File: config.mk
export PLATFORM = sky130hd
export DESIGN_NAME = lsu_ctrl_flat
export DESIGN_NICKNAME = d
export VERILOG_FILES = /design/src/rtl/lsu_pkg.sv /design/src/rtl/lsu_ctrl_if.sv /design/src/rtl/lsu_align.sv /design/src/rtl/lsu_ctrl.sv /design/src/flat_wrapper.sv
export SDC_FILE = /design/constraint.sdc
export NUM_CORES = 1
export LEC_CHECK = 0
export BUFFER_PORTS_ARGS = -buffer_cell sky130_fd_sc_hd__buf_4
export CORE_MARGIN = 2
export CORE_UTILIZATION = 50
export CTS_CLUSTER_DIAMETER = 120
export DETAILED_ROUTE_END_ITERATION = 16
export GPL_ROUTABILITY_DRIVEN = 0
export HOLD_SLACK_MARGIN = 0.15
export PLACE_DENSITY = 0.79
export SYNTH_ARGS = -nofsm -noshare
export SYNTH_HDL_FRONTEND = slang
export SYNTH_SLANG_ARGS = --single-unit
File: constraint.sdc
create_clock -name i_clk -period 2.4 [get_ports i_clk]
set_clock_uncertainty 0.1 [all_clocks]
set_input_delay 0.48 -clock i_clk [delete_from_list [all_inputs] [get_ports i_clk]]
set_output_delay 0.48 -clock i_clk [all_outputs]
set_load 0.02 [all_outputs]
File: src/rtl/lsu_pkg.sv
// -----------------------------------------------------------------------------
// lsu_pkg
//   Shared definitions for the load/store unit: RV32I load/store funct3
//   encodings, the sequencing FSM state type and small helpers that decode
//   access size and legality from funct3.
//
//   Contents:
//     ADDR_W         memory byte-address width (16)
//     F3_*           funct3 encodings for B/H/W/BU/HU
//     lsu_state_e    IDLE, ACC0, ACC1, RESP
//     size_mask()    byte-lane mask of an access before lane shifting
//     size_bytes()   access size in bytes (1, 2, 4)
//     funct3_legal() whether a funct3 is legal for a load or a store
//     is_split()     whether an access straddles a word boundary
// -----------------------------------------------------------------------------
package lsu_pkg;

    localparam int unsigned ADDR_W = 16;

    localparam logic [2:0] F3_B  = 3'b000;
    localparam logic [2:0] F3_H  = 3'b001;
    localparam logic [2:0] F3_W  = 3'b010;
    localparam logic [2:0] F3_BU = 3'b100;
    localparam logic [2:0] F3_HU = 3'b101;

    typedef enum logic [1:0] {
        IDLE = 2'd0,
        ACC0 = 2'd1,
        ACC1 = 2'd2,
        RESP = 2'd3
    } lsu_state_e;

    // Lane mask for an access starting at lane 0.
    function automatic logic [3:0] size_mask(input logic [2:0] f3);
        logic [3:0] m;
        case (f3)
            F3_B, F3_BU: m = 4'b0001;
            F3_H, F3_HU: m = 4'b0011;
            F3_W:        m = 4'b1111;
            default:     m = 4'b0000;
        endcase
        return m;
    endfunction

    function automatic logic [2:0] size_bytes(input logic [2:0] f3);
        logic [2:0] s;
        case (f3)
            F3_B, F3_BU: s = 3'd1;
            F3_H, F3_HU: s = 3'd2;
            F3_W:        s = 3'd4;
            default:     s = 3'd0;
        endcase
        return s;
    endfunction

    // Stores only know signed encodings; the unsigned forms are load-only.
    function automatic logic funct3_legal(input logic we, input logic [2:0] f3);
        logic ok;
        if (we) ok = (f3 inside {F3_B, F3_H, F3_W});
        else    ok = (f3 inside {F3_B, F3_H, F3_W, F3_BU, F3_HU});
        return ok;
    endfunction

    // Offset plus size beyond 4 bytes means the access touches the next word.
    function automatic logic is_split(input logic [1:0] off, input logic [2:0] f3);
        return (({1'b0, off} + size_bytes(f3)) > 3'd4);
    endfunction

endpackage

File: src/rtl/lsu_ctrl_if.sv
// -----------------------------------------------------------------------------
// lsu_ctrl_if
//   Bundles the execute-stage request/response handshake and the data-memory
//   port of the load/store unit.
//
//   Core side : i_req, i_we, i_funct3, i_addr, i_wdata  -> LSU
//               o_ready, o_done, o_err, o_rdata          <- LSU
//   Memory    : o_addr, o_wdata, o_bmask, o_wren         <- LSU
//               i_rdata (combinational w.r.t. o_addr)    -> LSU
//
//   Modports:
//     slave  - the LSU itself (consumes i_*, produces o_*)
//     master - the environment: core stage plus memory model
// -----------------------------------------------------------------------------
interface lsu_ctrl_if;
    import lsu_pkg::*;

    // request from execute stage
    logic              i_req;
    logic              i_we;
    logic [2:0]        i_funct3;
    logic [31:0]       i_addr;
    logic [31:0]       i_wdata;

    // response to execute stage
    logic              o_ready;
    logic              o_done;
    logic              o_err;
    logic [31:0]       o_rdata;

    // data-memory port
    logic [ADDR_W-1:0] o_addr;
    logic [31:0]       o_wdata;
    logic [3:0]        o_bmask;
    logic              o_wren;
    logic [31:0]       i_rdata;

    modport slave (
        input  i_req, i_we, i_funct3, i_addr, i_wdata, i_rdata,
        output o_ready, o_done, o_err, o_rdata,
        output o_addr, o_wdata, o_bmask, o_wren
    );

    modport master (
        output i_req, i_we, i_funct3, i_addr, i_wdata, i_rdata,
        input  o_ready, o_done, o_err, o_rdata,
        input  o_addr, o_wdata, o_bmask, o_wren
    );

endinterface

File: src/rtl/lsu_align.sv
// -----------------------------------------------------------------------------
// lsu_align
//   Purely combinational lane steering for the load/store unit.
//   Store side: shifts the right-justified store data and the size mask into
//   the byte lanes of the first (second=0) or second (second=1) word access.
//   Load side: merges the two captured memory words, shifts the addressed
//   bytes down to bit 0 and sign/zero-extends according to funct3.
//
//   Ports:
//     funct3     in   3  access type (B/H/W/BU/HU)
//     off        in   2  byte offset inside the first word
//     second     in   1  0 = first word access, 1 = second word access
//     wdata      in  32  store data, right-justified
//     lo, hi     in  32  memory words captured in the first/second access
//     bmask      out  4  byte-lane mask for the current access
//     mem_wdata  out 32  lane-shifted write data for the current access
//     load_data  out 32  merged and extended load result
// -----------------------------------------------------------------------------
module lsu_align import lsu_pkg::*; (
    input  logic [2:0]  funct3,
    input  logic [1:0]  off,
    input  logic        second,
    input  logic [31:0] wdata,
    input  logic [31:0] lo,
    input  logic [31:0] hi,
    output logic [3:0]  bmask,
    output logic [31:0] mem_wdata,
    output logic [31:0] load_data
);

    // Shifting into a double-width vector yields both words at once: the low
    // half is the first access, the high half is what spilled past the word
    // boundary (equivalent to shifting right by 4-off for the second access).
    logic [7:0]  mask_wide;
    logic [63:0] wdata_wide;
    logic [31:0] data;

    // NOTE: every signal written here gets a value on every path through the
    // block; a missing branch would otherwise infer a latch.
    always_comb begin
        mask_wide  = {4'b0000, size_mask(funct3)} << off;
        wdata_wide = {32'h0000_0000, wdata} << {off, 3'b000};

        bmask      = second ? mask_wide[7:4]   : mask_wide[3:0];
        mem_wdata  = second ? wdata_wide[63:32] : wdata_wide[31:0];

        data = 32'({hi, lo} >> {off, 3'b000});

        case (funct3)
            F3_B:    load_data = {{24{data[7]}}, data[7:0]};
            F3_H:    load_data = {{16{data[15]}}, data[15:0]};
            F3_W:    load_data = data;
            F3_BU:   load_data = {24'h00_0000, data[7:0]};
            F3_HU:   load_data = {16'h0000, data[15:0]};
            default: load_data = 32'h0000_0000;
        endcase
    end

endmodule

File: src/rtl/lsu_ctrl.sv
// -----------------------------------------------------------------------------
// lsu_ctrl
//   Load/store unit acting as initiator on the byte-masked data memory.
//   Accepts one request at a time from the execute stage, runs one or two
//   word accesses, and returns a single-cycle o_done with the extended load
//   data (or an error flag).
//
//   Sequence: IDLE -> ACC0 [-> ACC1] -> RESP -> IDLE
//             IDLE -> RESP directly for illegal requests (o_err=1).
//
//   Configuration macro:
//     LSU_MISALIGNED_SPLIT_EN  defined: accesses crossing a word boundary are
//                              performed as two word accesses (ACC0, ACC1).
//                              undefined: such accesses return o_err=1 with no
//                              memory traffic; ACC1 and the hi word register
//                              do not exist.
//
//   Ports:
//     i_clk    in   clock
//     i_reset  in   asynchronous reset, active low
//     bus      slave modport of lsu_ctrl_if (request, response, memory port)
//
//   A split store is not atomic: a reset between ACC0 and ACC1 leaves the
//   first half written.
// -----------------------------------------------------------------------------
module lsu_ctrl import lsu_pkg::*; (
    input  logic       i_clk,
    input  logic       i_reset,
    lsu_ctrl_if.slave  bus
);

    lsu_state_e        state;
    lsu_state_e        state_nxt;

    // request captured at accept
    logic              we_q;
    logic [2:0]        f3_q;
    logic [ADDR_W-1:0] addr_q;
    logic [31:0]       wdata_q;
    logic              err_q;

    // load words captured from memory
    logic [31:0]       lo_q;
    logic [31:0]       hi_q;

    logic              accept;
    logic              req_err;
    logic              second;
    logic [ADDR_W-1:0] base_addr;

    logic [3:0]        al_bmask;
    logic [31:0]       al_wdata;
    logic [31:0]       al_load;

    // Upper address bits are outside the 64 KiB data memory and are dropped.
    logic              unused_addr_hi;
    assign unused_addr_hi = ^bus.i_addr[31:ADDR_W];

    assign accept    = (state == IDLE) && bus.i_req;
    assign base_addr = {addr_q[ADDR_W-1:2], 2'b00};

`ifdef LSU_MISALIGNED_SPLIT_EN
    logic split_q;

    assign split_q = is_split(addr_q[1:0], f3_q);
    assign req_err = !funct3_legal(bus.i_we, bus.i_funct3);
    assign second  = (state == ACC1);
`else
    logic req_split;

    // Without the split path a boundary-crossing access is simply rejected.
    assign req_split = is_split(bus.i_addr[1:0], bus.i_funct3);
    assign req_err   = !funct3_legal(bus.i_we, bus.i_funct3) || req_split;
    assign second    = 1'b0;
`endif

    // -------------------------------------------------------------------------
    // State and request registers
    // -------------------------------------------------------------------------
    // NOTE: clocked blocks use non-blocking assignments so each register
    // samples the pre-edge value of every other register, independent of
    // statement order.
    always_ff @(posedge i_clk or negedge i_reset) begin
        if (!i_reset) begin
            state <= IDLE;
        end else begin
            state <= state_nxt;
        end
    end

    always_ff @(posedge i_clk or negedge i_reset) begin
        if (!i_reset) begin
            we_q    <= 1'b0;
            f3_q    <= 3'b000;
            addr_q  <= '0;
            wdata_q <= 32'h0000_0000;
            err_q   <= 1'b0;
        end else if (accept) begin
            we_q    <= bus.i_we;
            f3_q    <= bus.i_funct3;
            addr_q  <= bus.i_addr[ADDR_W-1:0];
            wdata_q <= bus.i_wdata;
            err_q   <= req_err;
        end
    end

    // Memory read data is combinational on o_addr, so the word is taken at
    // the end of the access cycle that presented its address.
    always_ff @(posedge i_clk or negedge i_reset) begin
        if (!i_reset) begin
            lo_q <= 32'h0000_0000;
        end else if ((state == ACC0) && !we_q) begin
            lo_q <= bus.i_rdata;
        end
    end

`ifdef LSU_MISALIGNED_SPLIT_EN
    always_ff @(posedge i_clk or negedge i_reset) begin
        if (!i_reset) begin
            hi_q <= 32'h0000_0000;
        end else if ((state == ACC1) && !we_q) begin
            hi_q <= bus.i_rdata;
        end
    end
`else
    assign hi_q = 32'h0000_0000;
`endif

    // -------------------------------------------------------------------------
    // Lane steering and load merge
    // -------------------------------------------------------------------------
    lsu_align u_align (
        .funct3    (f3_q),
        .off       (addr_q[1:0]),
        .second    (second),
        .wdata     (wdata_q),
        .lo        (lo_q),
        .hi        (hi_q),
        .bmask     (al_bmask),
        .mem_wdata (al_wdata),
        .load_data (al_load)
    );

    // -------------------------------------------------------------------------
    // Next state and outputs
    // -------------------------------------------------------------------------
    always_comb begin
        state_nxt   = state;
        bus.o_ready = 1'b0;
        bus.o_done  = 1'b0;
        bus.o_err   = 1'b0;
        bus.o_rdata = 32'h0000_0000;
        bus.o_addr  = '0;
        bus.o_wdata = 32'h0000_0000;
        bus.o_bmask = 4'b0000;
        bus.o_wren  = 1'b0;

        case (state)
            IDLE: begin
                bus.o_ready = 1'b1;
                if (bus.i_req) begin
                    state_nxt = req_err ? RESP : ACC0;
                end
            end

            ACC0: begin
                bus.o_addr  = base_addr;
                bus.o_bmask = al_bmask;
                bus.o_wdata = al_wdata;
                bus.o_wren  = we_q;
`ifdef LSU_MISALIGNED_SPLIT_EN
                state_nxt   = split_q ? ACC1 : RESP;
`else
                state_nxt   = RESP;
`endif
            end

            ACC1: begin
`ifdef LSU_MISALIGNED_SPLIT_EN
                // Wraps from 0xFFFC to 0x0000 at the top of the space.
                bus.o_addr  = base_addr + ADDR_W'(4);
                bus.o_bmask = al_bmask;
                bus.o_wdata = al_wdata;
                bus.o_wren  = we_q;
                state_nxt   = RESP;
`else
                state_nxt   = IDLE;
`endif
            end

            RESP: begin
                bus.o_done  = 1'b1;
                bus.o_err   = err_q;
                bus.o_rdata = (we_q || err_q) ? 32'h0000_0000 : al_load;
                state_nxt   = IDLE;
            end

            default: state_nxt = IDLE;
        endcase
    end

endmodule

File: src/flat_wrapper.sv
// flat-port wrapper written by rule: the top's interface ports become plain ports
module lsu_ctrl_flat import lsu_pkg::*;
  (i_clk, i_reset, bus_i_req, bus_i_we, bus_i_funct3, bus_i_addr, bus_i_wdata, bus_i_rdata, bus_o_ready, bus_o_done, bus_o_err, bus_o_rdata, bus_o_addr, bus_o_wdata, bus_o_bmask, bus_o_wren);
  lsu_ctrl_if bus_i ();
  input  logic i_clk;
  input  logic i_reset;
  input wire logic [$bits(bus_i.i_req)-1:0] bus_i_req;
  input wire logic [$bits(bus_i.i_we)-1:0] bus_i_we;
  input wire logic [$bits(bus_i.i_funct3)-1:0] bus_i_funct3;
  input wire logic [$bits(bus_i.i_addr)-1:0] bus_i_addr;
  input wire logic [$bits(bus_i.i_wdata)-1:0] bus_i_wdata;
  input wire logic [$bits(bus_i.i_rdata)-1:0] bus_i_rdata;
  output wire logic [$bits(bus_i.o_ready)-1:0] bus_o_ready;
  output wire logic [$bits(bus_i.o_done)-1:0] bus_o_done;
  output wire logic [$bits(bus_i.o_err)-1:0] bus_o_err;
  output wire logic [$bits(bus_i.o_rdata)-1:0] bus_o_rdata;
  output wire logic [$bits(bus_i.o_addr)-1:0] bus_o_addr;
  output wire logic [$bits(bus_i.o_wdata)-1:0] bus_o_wdata;
  output wire logic [$bits(bus_i.o_bmask)-1:0] bus_o_bmask;
  output wire logic [$bits(bus_i.o_wren)-1:0] bus_o_wren;
  assign bus_i.i_req = bus_i_req;
  assign bus_i.i_we = bus_i_we;
  assign bus_i.i_funct3 = bus_i_funct3;
  assign bus_i.i_addr = bus_i_addr;
  assign bus_i.i_wdata = bus_i_wdata;
  assign bus_i.i_rdata = bus_i_rdata;
  assign bus_o_ready = bus_i.o_ready;
  assign bus_o_done = bus_i.o_done;
  assign bus_o_err = bus_i.o_err;
  assign bus_o_rdata = bus_i.o_rdata;
  assign bus_o_addr = bus_i.o_addr;
  assign bus_o_wdata = bus_i.o_wdata;
  assign bus_o_bmask = bus_i.o_bmask;
  assign bus_o_wren = bus_i.o_wren;
  lsu_ctrl u_core (.i_clk(i_clk), .i_reset(i_reset), .bus(bus_i));
endmodule
==> results.py <==
metrics = {
    "run_status": {
        "status": "complete, but fails checks",
        "violations": "negative setup slack",
    },
    "clock_network": {
        "tritoncts": "done",
        "cts_sinks": 87,
        "cts_made_buffers": 9,
        "path_clk_slew_ps": 90,
        "clock_latency_ps": 360,
        "cts_root_buf": "clkbuf_8",
        "htreeDepth": 3,
        "cts_buffer_depth": 2,
    },
    "die": {
        "coreArea_sq_um": 9680,
        "boundaryPins": 191,
        "die-height_um": 103,
        "initial_core_util": 0.509,
        "fp.dieW_um": 103,
        "row_count": 36,
        "fp.dieArea_sq_um": 10700,
    },
    "synth": {
        "synth_seq_cells": 87,
        "synth_warnings": 0,
        "ys_seq_area_frac": 0.442,
        "synth_top_cell_by_area": "dfrtp_1",
        "postSynthAreaPerCell_sq_um": 10.9,
        "ys_async_sr_fraction": 1.00,
        "synth-edff-count": 0,
        "synth_area_sq_um": 4930,
        "synth_cell_type_count": 40,
        "ys.flop_type": "dfrtp_1",
        "synth_area_leaders": "dfrtp_1, mux2_2, mux2i_1",
        "postSynthCellCount": 454,
        "yosysTopAreaCellShare": 0.442,
    },
    "placement": {
        "port_buffers": 172,
        "place_area_sq_um": 6510,
        "hpwl_mm": 9.72,
    },
    "sta": {
        "period_minus_slack_ps": 2750,
        "final.period_utilization": 1.15,
        "max_freq_mhz": 364,
        "slew_viol_final": 0,
        "worst_slack_ps": -349,
        "finalSetupViolations": 46,
        "hold_viol": 0,
        "rsz0062_at_grt": "yes",
    },
    "routing": {
        "wl_per_cell_um": 18.5,
        "drt-initial-drc-count": 121,
        "vias_per_cell": 5.59,
        "drt-total-wl_mm": 14.4,
        "drc": 0,
        "vias": 4370,
        "first_pass_iters": 4,
        "drtAntennaViolNets": 0,
    },
    "run": {
        "cap_violations": 0,
    },
    "final_layout": {
        "layout.cells.most_common_list": "buf_4, dfrtp_1, mux2_2",
        "antennaDiodeCount": 0,
        "fin_area_sq_um": 7320,
        "layout-drive-gt1-share": 0.595,
        "syn2layout_area_growth_pct": 48.4,
        "final_common_cell": "buf_4",
        "num-nets-final": 749,
    },
    "global_routing": {
        "grt-ovfl-total": 0,
        "grt_pass1_vias": 4377,
        "antenna_found_initial": 0,
        "grt_max_degree": 47,
        "grt_pass1_wl_mm": 21.6,
        "grt_usage": 0.265,
    },
    "critical_path": {
        "crit_chain": "buf_6, buf_12, nor2b_4, buf_4, and2_1, o21ai_0, a21oi_2, buf_4",
        "critPathCaptureType": "output port",
        "worst-endpoint-required_ps": 1820,
        "critPathBufInv": 4,
        "slowest_delay_ps": 520,
        "cp_top_family": "buffers and inverters",
        "cp_slowest_cell": "dfrtp_4",
        "startpoint_type": "flop",
        "crit_top_cell": "buf_4",
        "arrival_ps": 2170,
        "path_class": "flop to output port",
        "path_max_fanout": 37,
    },
    "power_and_ir_drop": {
        "irDropWorstVdd_mv": 0.760,
        "totalPowerFinal_w": 0.00998,
        "leakagePower_nw": 3.22,
        "p_per_area_nw_per_um2": 1360,
    },
    "min_path": {
        "min_path_type": "input pin to flop",
    },
}
[state kept, by name, indices dropped and copies added, names as in the netlist]
name            cells
u_core.addr_q      16
u_core.state        2
u_core.lo_q        32
u_core.err_q        1
u_core.wdata_q     32
u_core.f3_q         3
u_core.we_q         1
[final cells by class]
class                           count  area (sq um)
Clock inverter                      3          17.5
Sequential cell                    87          2180
Clock buffer                       13           159
Timing Repair Buffer              213          1810
Inverter                            5          21.3
Tap cell                          133           166
Fill cell                         647          2370
Multi-Input combinational cell    328          2960
[cell usage after synthesis, types with 2 or more instances]
cell type	n
nand2_1	16
mux2_1	2
inv_1	5
o22ai_2	8
mux2i_1	34
buf_4	5
o21ai_0	18
nand2b_1	4
clkbuf_1	8
dfrtp_1	87
and2_1	33
mux2_2	82
buf_6	2
a211oi_1	30
buf_1	3
buf_2	17
nor2b_1	17
nor2_1	41
a21oi_1	21
[kinds of logic after synthesis]
kind of cell	after synthesis	share of synthesized area
buf+inv	40	0.0416
other cells	1	0.000761
fa+ha+maj	2	0.00660
simple gates	121	0.131
flops	87	0.442
compound gates	85	0.118
mux	118	0.261
[worst register-to-register path: cells and delay by family, from the launching register on]
family | cells | cell delay [ps]
DFF | 1 | 380
muxes | 1 | 400
buffers and inverters | 2 | 450
and+or+nand+nor | 2 | 450
[path summary, 6_finish.rpt]
check / from / cells after the start / end / slack, ps
worst max-delay path: u_core.addr_q[0] / 8 / bus_o_rdata[10] / -350
worst min-delay path: bus_i_wdata[2] / 2 / u_core.wdata_q[2] / 250
worst max register to register: u_core.state[0] / 5 / u_core.wdata_q[24] / 510
worst min register to register: u_core.wdata_q[30] / 1 / u_core.wdata_q[30] / 400
max in group asynchronous: i_reset / 3 / u_core.wdata_q[11] / 1020
min in group asynchronous: i_reset / 2 / u_core.lo_q[10] / 520
[stage by stage]
| stage | hold slack [ps] | utilization | TNS [ps] | cells | setup WS, ps |
|---|---|---|---|---|---|
| 3_5_place_dp | 372 | 0.672 | -143 | 756 | -68.0 |
| 2_1_floorplan | 84.4 | - | 0 | 455 | 45.3 |
| 6_report | 250 | 0.755 | -8280 | 782 | -349 |
| 5_1_grt | 237 | 0.755 | -11480 | 782 | -417 |
| 3_3_place_gp | 360 | 0.672 | -43.4 | 756 | -43.4 |
| 4_1_cts | 233 | 0.732 | -7180 | 777 | -285 |
[what timing repair did]
action                     CTS  global route
hold endpoints to repair    33             0
resized for setup           86            46
setup endpoints to repair   61            66
cloned                       2             0
hold buffers                 1             0
buffers inserted             2             6
pin swaps                   28            17
[layer usage]
metal | GRT usage | share of wire | up-vias
li1 | - | - | 1994
met1 | 0.305 | 0.38 | 2187
met2 | 0.474 | 0.53 | 164
met3 | 0.0612 | 0.070 | 25
met4 | 0.114 | 0.023 | 0
met5 | 0 | 0 | -
[power breakdown]
part / leakage (nW) / switching (W) / internal (W)
registers: 1.02 / 0.000657 / 0.00224
logic: 2.11 / 0.00316 / 0.00298
clock network: 0.0894 / 0.000508 / 0.000431
total: 3.22 / 0.00433 / 0.00565
Power figures use the tool's default switching activity.
